--- src/rtl/mux_nt1_rr_if.sv ---
// Handshake bundle between N producers, the mux_nt1_rr register and its consumer.
// The slave modport is the mux's view; the master modport is the producers'/consumer's view.
interface mux_nt1_rr_if #(
  parameter int N     = 4,
  parameter int WIDTH = 8,
  parameter int SW    = $clog2(N)
);
  logic [N*WIDTH-1:0] In;
  logic [N-1:0]       Valid_in;
  logic [N-1:0]       Ready_in;
  logic [SW-1:0]      Sel;
  logic [WIDTH-1:0]   F;
  logic               Valid_F;
  logic               Ready_F;
  logic [SW-1:0]      Sel_F;

  modport slave (
    input  In, Valid_in, Sel, Ready_F,
    output Ready_in, F, Valid_F, Sel_F
  );

  modport master (
    output In, Valid_in, Sel, Ready_F,
    input  Ready_in, F, Valid_F, Sel_F
  );
endinterface

--- src/rtl/mux_nt1_rr.sv ---
// Registered N:1 mux with per-channel valid/ready, fixed-select or round-robin grant.
// Define MUX_NT1_CNT_EN to add the 16-bit accepted-word Count port.

// Per-channel slice: handshake ready and grant-masked data for the AND-OR mux.
module mux_nt1_rr_lane #(
  parameter int WIDTH = 8
) (
  input  logic             grant,
  input  logic             load_en,
  input  logic [WIDTH-1:0] data,
  output logic             ready,
  output logic [WIDTH-1:0] data_masked
);
  assign ready       = load_en & grant;
  assign data_masked = grant ? data : '0;
endmodule

module mux_nt1_rr #(
  parameter int N     = 4,
  parameter int WIDTH = 8,
  parameter int MODE  = 1,
  localparam int SW   = $clog2(N)
) (
  input  logic        Clk,
  input  logic        Rst_n,
  mux_nt1_rr_if.slave bus
`ifdef MUX_NT1_CNT_EN
  ,
  output logic [15:0] Count
`endif
);

  logic                      load_en;
  logic [N-1:0]              grant;
  logic                      any_grant;
  logic [SW-1:0]             gidx;
  logic [SW-1:0]             idx;
  logic [SW-1:0]             ptr;
  logic [N-1:0][WIDTH-1:0]   lane_data;
  logic [WIDTH-1:0]          din;
  logic [WIDTH-1:0]          f_q;
  logic                      valid_q;
  logic [SW-1:0]             sel_q;

  // Ready is held low while reset is asserted so no producer sees a false accept.
  assign load_en = (~valid_q | bus.Ready_F) & Rst_n;

  always_comb begin
    grant     = '0;
    any_grant = 1'b0;
    gidx      = '0;
    idx       = '0;
    if (MODE == 0) begin
      // Loop compare keeps an out-of-range Sel from indexing past Valid_in.
      for (int i = 0; i < N; i++) begin
        if (bus.Sel == SW'(i) && bus.Valid_in[i]) begin
          grant[i]  = 1'b1;
          any_grant = 1'b1;
          gidx      = SW'(i);
        end
      end
    end else begin
      // Search ptr+1, ptr+2, ... wrapping; ptr itself is checked last.
      for (int k = 1; k <= N; k++) begin
        idx = SW'((int'(ptr) + k) % N);
        if (!any_grant && bus.Valid_in[idx]) begin
          grant[idx] = 1'b1;
          any_grant  = 1'b1;
          gidx       = idx;
        end
      end
    end
  end

  for (genvar i = 0; i < N; i++) begin : g_lane
    mux_nt1_rr_lane #(.WIDTH(WIDTH)) u_lane (
      .grant       (grant[i]),
      .load_en     (load_en),
      .data        (bus.In[i*WIDTH +: WIDTH]),
      .ready       (bus.Ready_in[i]),
      .data_masked (lane_data[i])
    );
  end

  always_comb begin
    din = '0;
    for (int i = 0; i < N; i++) din = din | lane_data[i];
  end

  // With no grant the register empties, but F/Sel_F keep their last word.
  always_ff @(posedge Clk or negedge Rst_n) begin
    if (!Rst_n) begin
      f_q     <= '0;
      valid_q <= 1'b0;
      sel_q   <= '0;
      ptr     <= SW'(N - 1);
    end else if (load_en) begin
      valid_q <= any_grant;
      if (any_grant) begin
        f_q   <= din;
        sel_q <= gidx;
        if (MODE == 1) ptr <= gidx;
      end
    end
  end

`ifdef MUX_NT1_CNT_EN
  always_ff @(posedge Clk or negedge Rst_n) begin
    if (!Rst_n)                  Count <= '0;
    else if (load_en && any_grant) Count <= Count + 16'd1;
  end
`endif

  assign bus.F       = f_q;
  assign bus.Valid_F = valid_q;
  assign bus.Sel_F   = sel_q;

endmodule

--- src/flat_wrapper.sv ---
// flat-port wrapper written by rule: the top's interface ports become plain ports
module mux_nt1_rr_flat 
#(
  parameter int N     = 4,
  parameter int WIDTH = 8,
  parameter int MODE  = 1,
  localparam int SW   = $clog2(N)
)
  (Clk, Rst_n, bus_In, bus_Valid_in, bus_Sel, bus_Ready_F, bus_Ready_in, bus_F, bus_Valid_F, bus_Sel_F);
  mux_nt1_rr_if #(.N(N), .WIDTH(WIDTH)) bus_i ();
  input  logic Clk;
  input  logic Rst_n;
  input wire logic [$bits(bus_i.In)-1:0] bus_In;
  input wire logic [$bits(bus_i.Valid_in)-1:0] bus_Valid_in;
  input wire logic [$bits(bus_i.Sel)-1:0] bus_Sel;
  input wire logic [$bits(bus_i.Ready_F)-1:0] bus_Ready_F;
  output wire logic [$bits(bus_i.Ready_in)-1:0] bus_Ready_in;
  output wire logic [$bits(bus_i.F)-1:0] bus_F;
  output wire logic [$bits(bus_i.Valid_F)-1:0] bus_Valid_F;
  output wire logic [$bits(bus_i.Sel_F)-1:0] bus_Sel_F;
  assign bus_i.In = bus_In;
  assign bus_i.Valid_in = bus_Valid_in;
  assign bus_i.Sel = bus_Sel;
  assign bus_i.Ready_F = bus_Ready_F;
  assign bus_Ready_in = bus_i.Ready_in;
  assign bus_F = bus_i.F;
  assign bus_Valid_F = bus_i.Valid_F;
  assign bus_Sel_F = bus_i.Sel_F;
  mux_nt1_rr #(.N(N), .WIDTH(WIDTH), .MODE(MODE)) u_core (.Clk(Clk), .Rst_n(Rst_n), .bus(bus_i));
endmodule
--- config.mk ---
export PLATFORM = sky130hd
export DESIGN_NAME = mux_nt1_rr_flat
export DESIGN_NICKNAME = d
export VERILOG_FILES = /design/src/rtl/mux_nt1_rr_if.sv /design/src/rtl/mux_nt1_rr.sv /design/src/flat_wrapper.sv
export SDC_FILE = /design/constraint.sdc
export NUM_CORES = 1
export LEC_CHECK = 0
export ABC_AREA = 1
export CAP_MARGIN = 20
export CORE_MARGIN = 4
export CORE_UTILIZATION = 30
export CTS_CLUSTER_SIZE = 40
export DETAILED_ROUTE_END_ITERATION = 7
export PLACE_DENSITY = 0.72
export REMOVE_ABC_BUFFERS = 1
export SYNTH_ARGS = -nofsm -noshare
export SYNTH_HDL_FRONTEND = slang
export SYNTH_SLANG_ARGS = --single-unit
--- constraint.sdc ---
create_clock -name Clk -period 6.5 [get_ports Clk]
set_input_delay 1.3 -clock Clk [delete_from_list [all_inputs] [get_ports Clk]]
set_output_delay 1.3 -clock Clk [all_outputs]
set_load 0.01 [all_outputs]
# == Word level (Yosys, flattened, before mapping) ==
# Index checks and enable logic that the tools add are counted.
# totals
output_inout_bits,15
regBits,13
inputBits,41
elab_cells,72
# op_classes
add_sub_neg,4
n_reduce_logical,11
order_cmp,8
muxes,32
n_bitwise,13
# op_table
operator,count
$mux W8,4
$or A8 B8 Y8,3
$mux W4,4
$lt A2 B3 Y1 const B,4
$mux W1,12
$or A4 B4 Y4,3
$bmux W1 S2,4
$demux W1 S2,4
$ge A2 B1 Y1 const B,4
$mux W2,4
$logic_and A1 B1 Y1,7
$and A1 B1 Y1,5
$add A2 B1 Y2 const B,2
$add A2 B2 Y2 const B,2
$logic_not A1 Y1,3
$reduce_and A2 Y1,1
$not A1 Y1,1
$or A1 B1 Y1,1

# == Depth between registers and ports, before layout ==
# logic_depth
ltp_word,17
ltp_mapped,13
ltp_nobuf,13

# == Modules after synthesis ==
# From an unflattened synthesis, not the netlist that was laid out.
# unflattened
cells_unflattened,211
hier_area_um2,1307.5
# modules_own_cells
mod,seq_area_each_um2,cells_per_inst,n_inst,area_per_inst_um2
mux_nt1_rr,327.8,135,1,992.2
mux_nt1_rr_lane,0.0,19,4,78.8

# == Least setup slack after synthesis ==
# No wires, ideal clock.
# synth_path
kind,input to output
from,in bus_Valid_in[0]
to,out bus_Ready_in[2]
cell_stages,10
path_buffers,1
required_ns,5.200
arrival_time_ns,2.180
setup_slack_ns,3.020
path_cell_list,nand2_1 nand2_2 nand2_2 nand2_4 nand2_1 a21boi_2 nand3_2 nand2_1 inv_1 buf_4
# synth_between
elab_chain_len,13
elab_cells_between_ends,25
classes_between,mux: 15; bitwise: 4; reduce/logical: 6
# synth_rtl
element,line_no,source
"start, declared",flat_wrapper.sv:14,input wire logic [$bits(bus_i.Valid_in)-1:0] bus_Valid_in;
$bmux W1 S2,mux_nt1_rr.sv:66,if (!any_grant && bus.Valid_in[idx]) begin
$mux W1 (implied by the code),mux_nt1_rr.sv:66,
$mux W1,mux_nt1_rr.sv:66,
$logic_not A1 Y1,mux_nt1_rr.sv:66,
$logic_and A1 B1 Y1,mux_nt1_rr.sv:66,
$mux W1,mux_nt1_rr.sv:66,
$logic_not A1 Y1,mux_nt1_rr.sv:66,
$logic_and A1 B1 Y1,mux_nt1_rr.sv:66,
$mux W1,mux_nt1_rr.sv:66,
$logic_not A1 Y1,mux_nt1_rr.sv:66,
$logic_and A1 B1 Y1,mux_nt1_rr.sv:66,
$mux W4 *,mux_nt1_rr.sv:66,
$and A1 B1 Y1 *,mux_nt1_rr.sv:14,assign ready = load_en & grant;
"end, declared",flat_wrapper.sv:17,output wire logic [$bits(bus_i.Ready_in)-1:0] bus_Ready_in;
# Every way passes the cells marked *; elsewhere a longest branch is shown, timed or not. The select of a mux whose other input is x is not followed.

# == Final worst setup path ==
# layout_path
from,in bus_Valid_in[3]
to,out bus_Ready_in[2]
# Same word-level chain as after synthesis.

==> flow_metrics.env <==
export IMPL_outcome="completed"
export IMPL_postRouteAntennaNets=0
export IMPL_gp_routability_congestion=0.8731
export IMPL_crit_path_end_kind="primary output"
export IMPL_grt_usage_pct=12.54
export IMPL_required_ns=5.20
export IMPL_synthTopCellsByArea="sky130_fd_sc_hd__nand2_1 24%, sky130_fd_sc_hd__dfrtp_1 23%, sky130_fd_sc_hd__ha_1 8.2%"
export IMPL_yosys_warns=0
export IMPL_critical_path_max_fanout=9
export IMPL_placedCellCount=284
export IMPL_clock_fmax_ghz=0.2196
export IMPL_crit_arrival_ns=3.25
export IMPL_area_taken_by_multi_input_logic_gates_um2=802.0
export IMPL_cts_buffers=3
export IMPL_floorplan_die_height_um=71.61
export IMPL_hold_path_class="register to register"
export IMPL_post_synth_cell_area_avg_um2=6.490
export IMPL_drt_vias_per_instance=4.503
export IMPL_static_leakage_nw=0.8604
export IMPL_synth_top_area_share_pct=23.81
export IMPL_path_class="input pin to primary output"
export IMPL_detailedRoute_firstPassIterationCount=4
export IMPL_finalPower_uw=901.3
export IMPL_groute_layer_met2_usage_pct=20.71
export IMPL_fp_dieW_um=71.61
export IMPL_coreArea_um2=3771
export IMPL_tritoncts="done"
export IMPL_globalRoute_busiestLayer="met2"
export IMPL_final_max_tran_viols=0
export IMPL_post_route_drc_count=0
export IMPL_cts_root_buf="sky130_fd_sc_hd__clkbuf_8"
export IMPL_clock_latency_ns=0.24
export IMPL_detailed_route_via_count=1297
export IMPL_floorplan_die_area_um2=5127
export IMPL_critical_path_startpoint_type="input pin"
export IMPL_relSlewSlack_pct=79.00
export IMPL_synthCells=187
export IMPL_post_drt_wl_per_cell_um=11.44
export IMPL_fraction_of_final_layout_cells_with_drive_strength_greater_than_1_pct=11.67
export IMPL_postCtsResizedCells=0
export IMPL_timing_worst_slew_pin_value_ns=0.3145
export IMPL_max_vdd_ir_drop_mv=0.1850
export IMPL_first_pass_grt_wire_length_mm=5.161
export IMPL_wirelength_routed_mm=3.295
export IMPL_yosys_cell_types_count=26
export IMPL_portBuffers=53
export IMPL_worst_clock_skew_ns=0.0008723
export IMPL_cts_hold_fix_buffers=0
export IMPL_grt_ovfl_total=0
export IMPL_clkSinkCount=13
export IMPL_initial_core_util_pct=32.18
export IMPL_via_count_of_the_first_global_routing_pass=1098
export IMPL_finalHoldViolCount=0
export IMPL_count_of_endpoints_failing_setup_in_the_final_report=0
export IMPL_dpl_hpwl_mm=2.745
export IMPL_grt_start_max_net_pins=20
export IMPL_dr_first_iter_drc_count=73
export IMPL_ctsLongestPathBuffers=2
export IMPL_tns_ns=0
export IMPL_max_cap_violations=0
export IMPL_syn_area_um2=1214
export IMPL_synth_seq_cells=13
export IMPL_post_route_period_util_pct=70.04
export IMPL_finish_instance_area_um2=1822
export IMPL_cts_htree_levels=1
export IMPL_hold_ws_ns=0.4792
export IMPL_grt_met1_usage_pct=17.19
export IMPL_period_needed_ns=4.553
export IMPL_fp_row_count=22
export IMPL_post_cts_setup_buffer_count=0
export IMPL_area_growth_synth_to_final_pct=50.10
export IMPL_yosys_area_top_type="sky130_fd_sc_hd__nand2_1"
export IMPL_portion_of_the_post_synthesis_area_used_by_sequential_elements_pct=27.01
export IMPL_antenna_found_initial=0
export IMPL_grt_use_met3_pct=0.8415
export IMPL_antenna_diode_count=0
export IMPL_fin_cells=288
export IMPL_top_level_ports=56
export IMPL_placed_cell_area_um2=1777
export IMPL_path_clk_slew_ns=0.05
export IMPL_layout_cells_most_common_list="77 x sky130_fd_sc_hd__nand2_1, 53 x sky130_fd_sc_hd__clkdlybuf4s50_1, 25 x sky130_fd_sc_hd__nor2_1"
export IMPL_nNetsFinal=290
export IMPL_unrepaired_setup_endpoints_after_global_routing="no"
export IMPL_most_common_library_cell_in_the_layout_ignoring_fill_and_taps="sky130_fd_sc_hd__nand2_1"
export IMPL_power_density_nw_per_um2=494.7
export IMPL_ff_latch_area_um2=327.8
export IMPL_filler_cell_count=373
[worst paths after layout]
kind,startpoint,endpoint,slack [ns],cells after the start
max reg2reg,u_core.ptr[1]$_DFFE_PN1P_,u_core.bus.F[1]$_DFFE_PN0P_,4.06,12
max,bus_Valid_in[3],bus_Ready_in[2],1.95,12
min reg2reg,u_core.bus.Sel_F[1]$_DFFE_PN0P_,u_core.bus.Sel_F[1]$_DFFE_PN0P_,0.48,2
max in group asynchronous,Rst_n,u_core.ptr[1]$_DFFE_PN1P_,4.92,2
min,u_core.bus.Sel_F[1]$_DFFE_PN0P_,u_core.bus.Sel_F[1]$_DFFE_PN0P_,0.48,2
min in group asynchronous,Rst_n,u_core.bus.F[5]$_DFFE_PN0P_,1.35,2
[cells in the mapped netlist]
library cell and number:
sky130_fd_sc_hd__nand2_1 77, sky130_fd_sc_hd__nor2_1 25, sky130_fd_sc_hd__nand3_1 16, sky130_fd_sc_hd__dfrtp_1 11, sky130_fd_sc_hd__inv_1 11, sky130_fd_sc_hd__ha_1 8, sky130_fd_sc_hd__nand2_2 5, sky130_fd_sc_hd__nand3_2 5
sky130_fd_sc_hd__buf_4 4, sky130_fd_sc_hd__a21boi_0 2, sky130_fd_sc_hd__a21oi_2 2, sky130_fd_sc_hd__dfstp_2 2, sky130_fd_sc_hd__inv_2 2, sky130_fd_sc_hd__nor2_2 2, sky130_fd_sc_hd__nor2_4 2, sky130_fd_sc_hd__o21ai_0 2
sky130_fd_sc_hd__o21ai_1 2, sky130_fd_sc_hd__a21boi_2 1, sky130_fd_sc_hd__a22oi_2 1, sky130_fd_sc_hd__a31oi_1 1, sky130_fd_sc_hd__buf_2 1, sky130_fd_sc_hd__nand2_4 1, sky130_fd_sc_hd__nand4_1 1, sky130_fd_sc_hd__nor3_1 1
sky130_fd_sc_hd__nor3_2 1, sky130_fd_sc_hd__o31ai_1 1
[final cells by class]
cell class	instances	share of cell area, %
inverters	13	2.679
flip-flops and latches	13	17.99
multi-input cells	156	44.02
clock buffers	4	2.473
repair buffers	54	29.53
well taps	48	3.297
[worst max-delay path, stage by stage]
cell	delay, ns
sky130_fd_sc_hd__clkdlybuf4s50_1	0.50
sky130_fd_sc_hd__nand2_1	0.09
sky130_fd_sc_hd__nand2_1	0.10
sky130_fd_sc_hd__nand2_1	0.05
sky130_fd_sc_hd__nand2_1	0.06
sky130_fd_sc_hd__inv_1	0.06
sky130_fd_sc_hd__nor2_4	0.17
sky130_fd_sc_hd__nand2_1	0.09
sky130_fd_sc_hd__nand3_2	0.17
sky130_fd_sc_hd__nand2_1	0.07
sky130_fd_sc_hd__inv_1	0.05
sky130_fd_sc_hd__clkdlybuf4s50_1	0.53
[cell families (layout without fill, tap and decap cells)]
group	after synthesis	after routing	synth area share (%)
flops	13	13	27.01
simple gates	136	136	50.41
buf+inv	18	71	6.907
compound gates	12	12	7.423
fa+ha+maj	8	8	8.248
[sequential cells by signal (all words and copies together) (netlist names)]
register,flops
u_core.bus.Valid_F,1
u_core.ptr,2
u_core.bus.Sel_F,2
u_core.bus.F,8
[metrics by stage]
stage	util [%]	worst slack (ns)
final	48.31	1.947
after detailed placement	47.11	1.938
after global routing	48.31	1.744
after CTS	48.31	1.926
after floorplan	-	3.061
after global placement	47.11	1.936
[where the power goes]
group          leakage [nW]  internal [mW]  switching [mW]  total (mW)
registers             0.148          0.129          0.0369       0.166
logic                 0.690          0.265           0.399       0.664
clock network        0.0228         0.0433          0.0279      0.0712
[routing by layer]
metal | routed length, um | vias up
met3 | 101 | 3
met5 | 0 | -
li1 | - | 694
met4 | 38 | 0
met2 | 1611 | 24
met1 | 1543 | 576
Power figures use the tool's default switching activity.
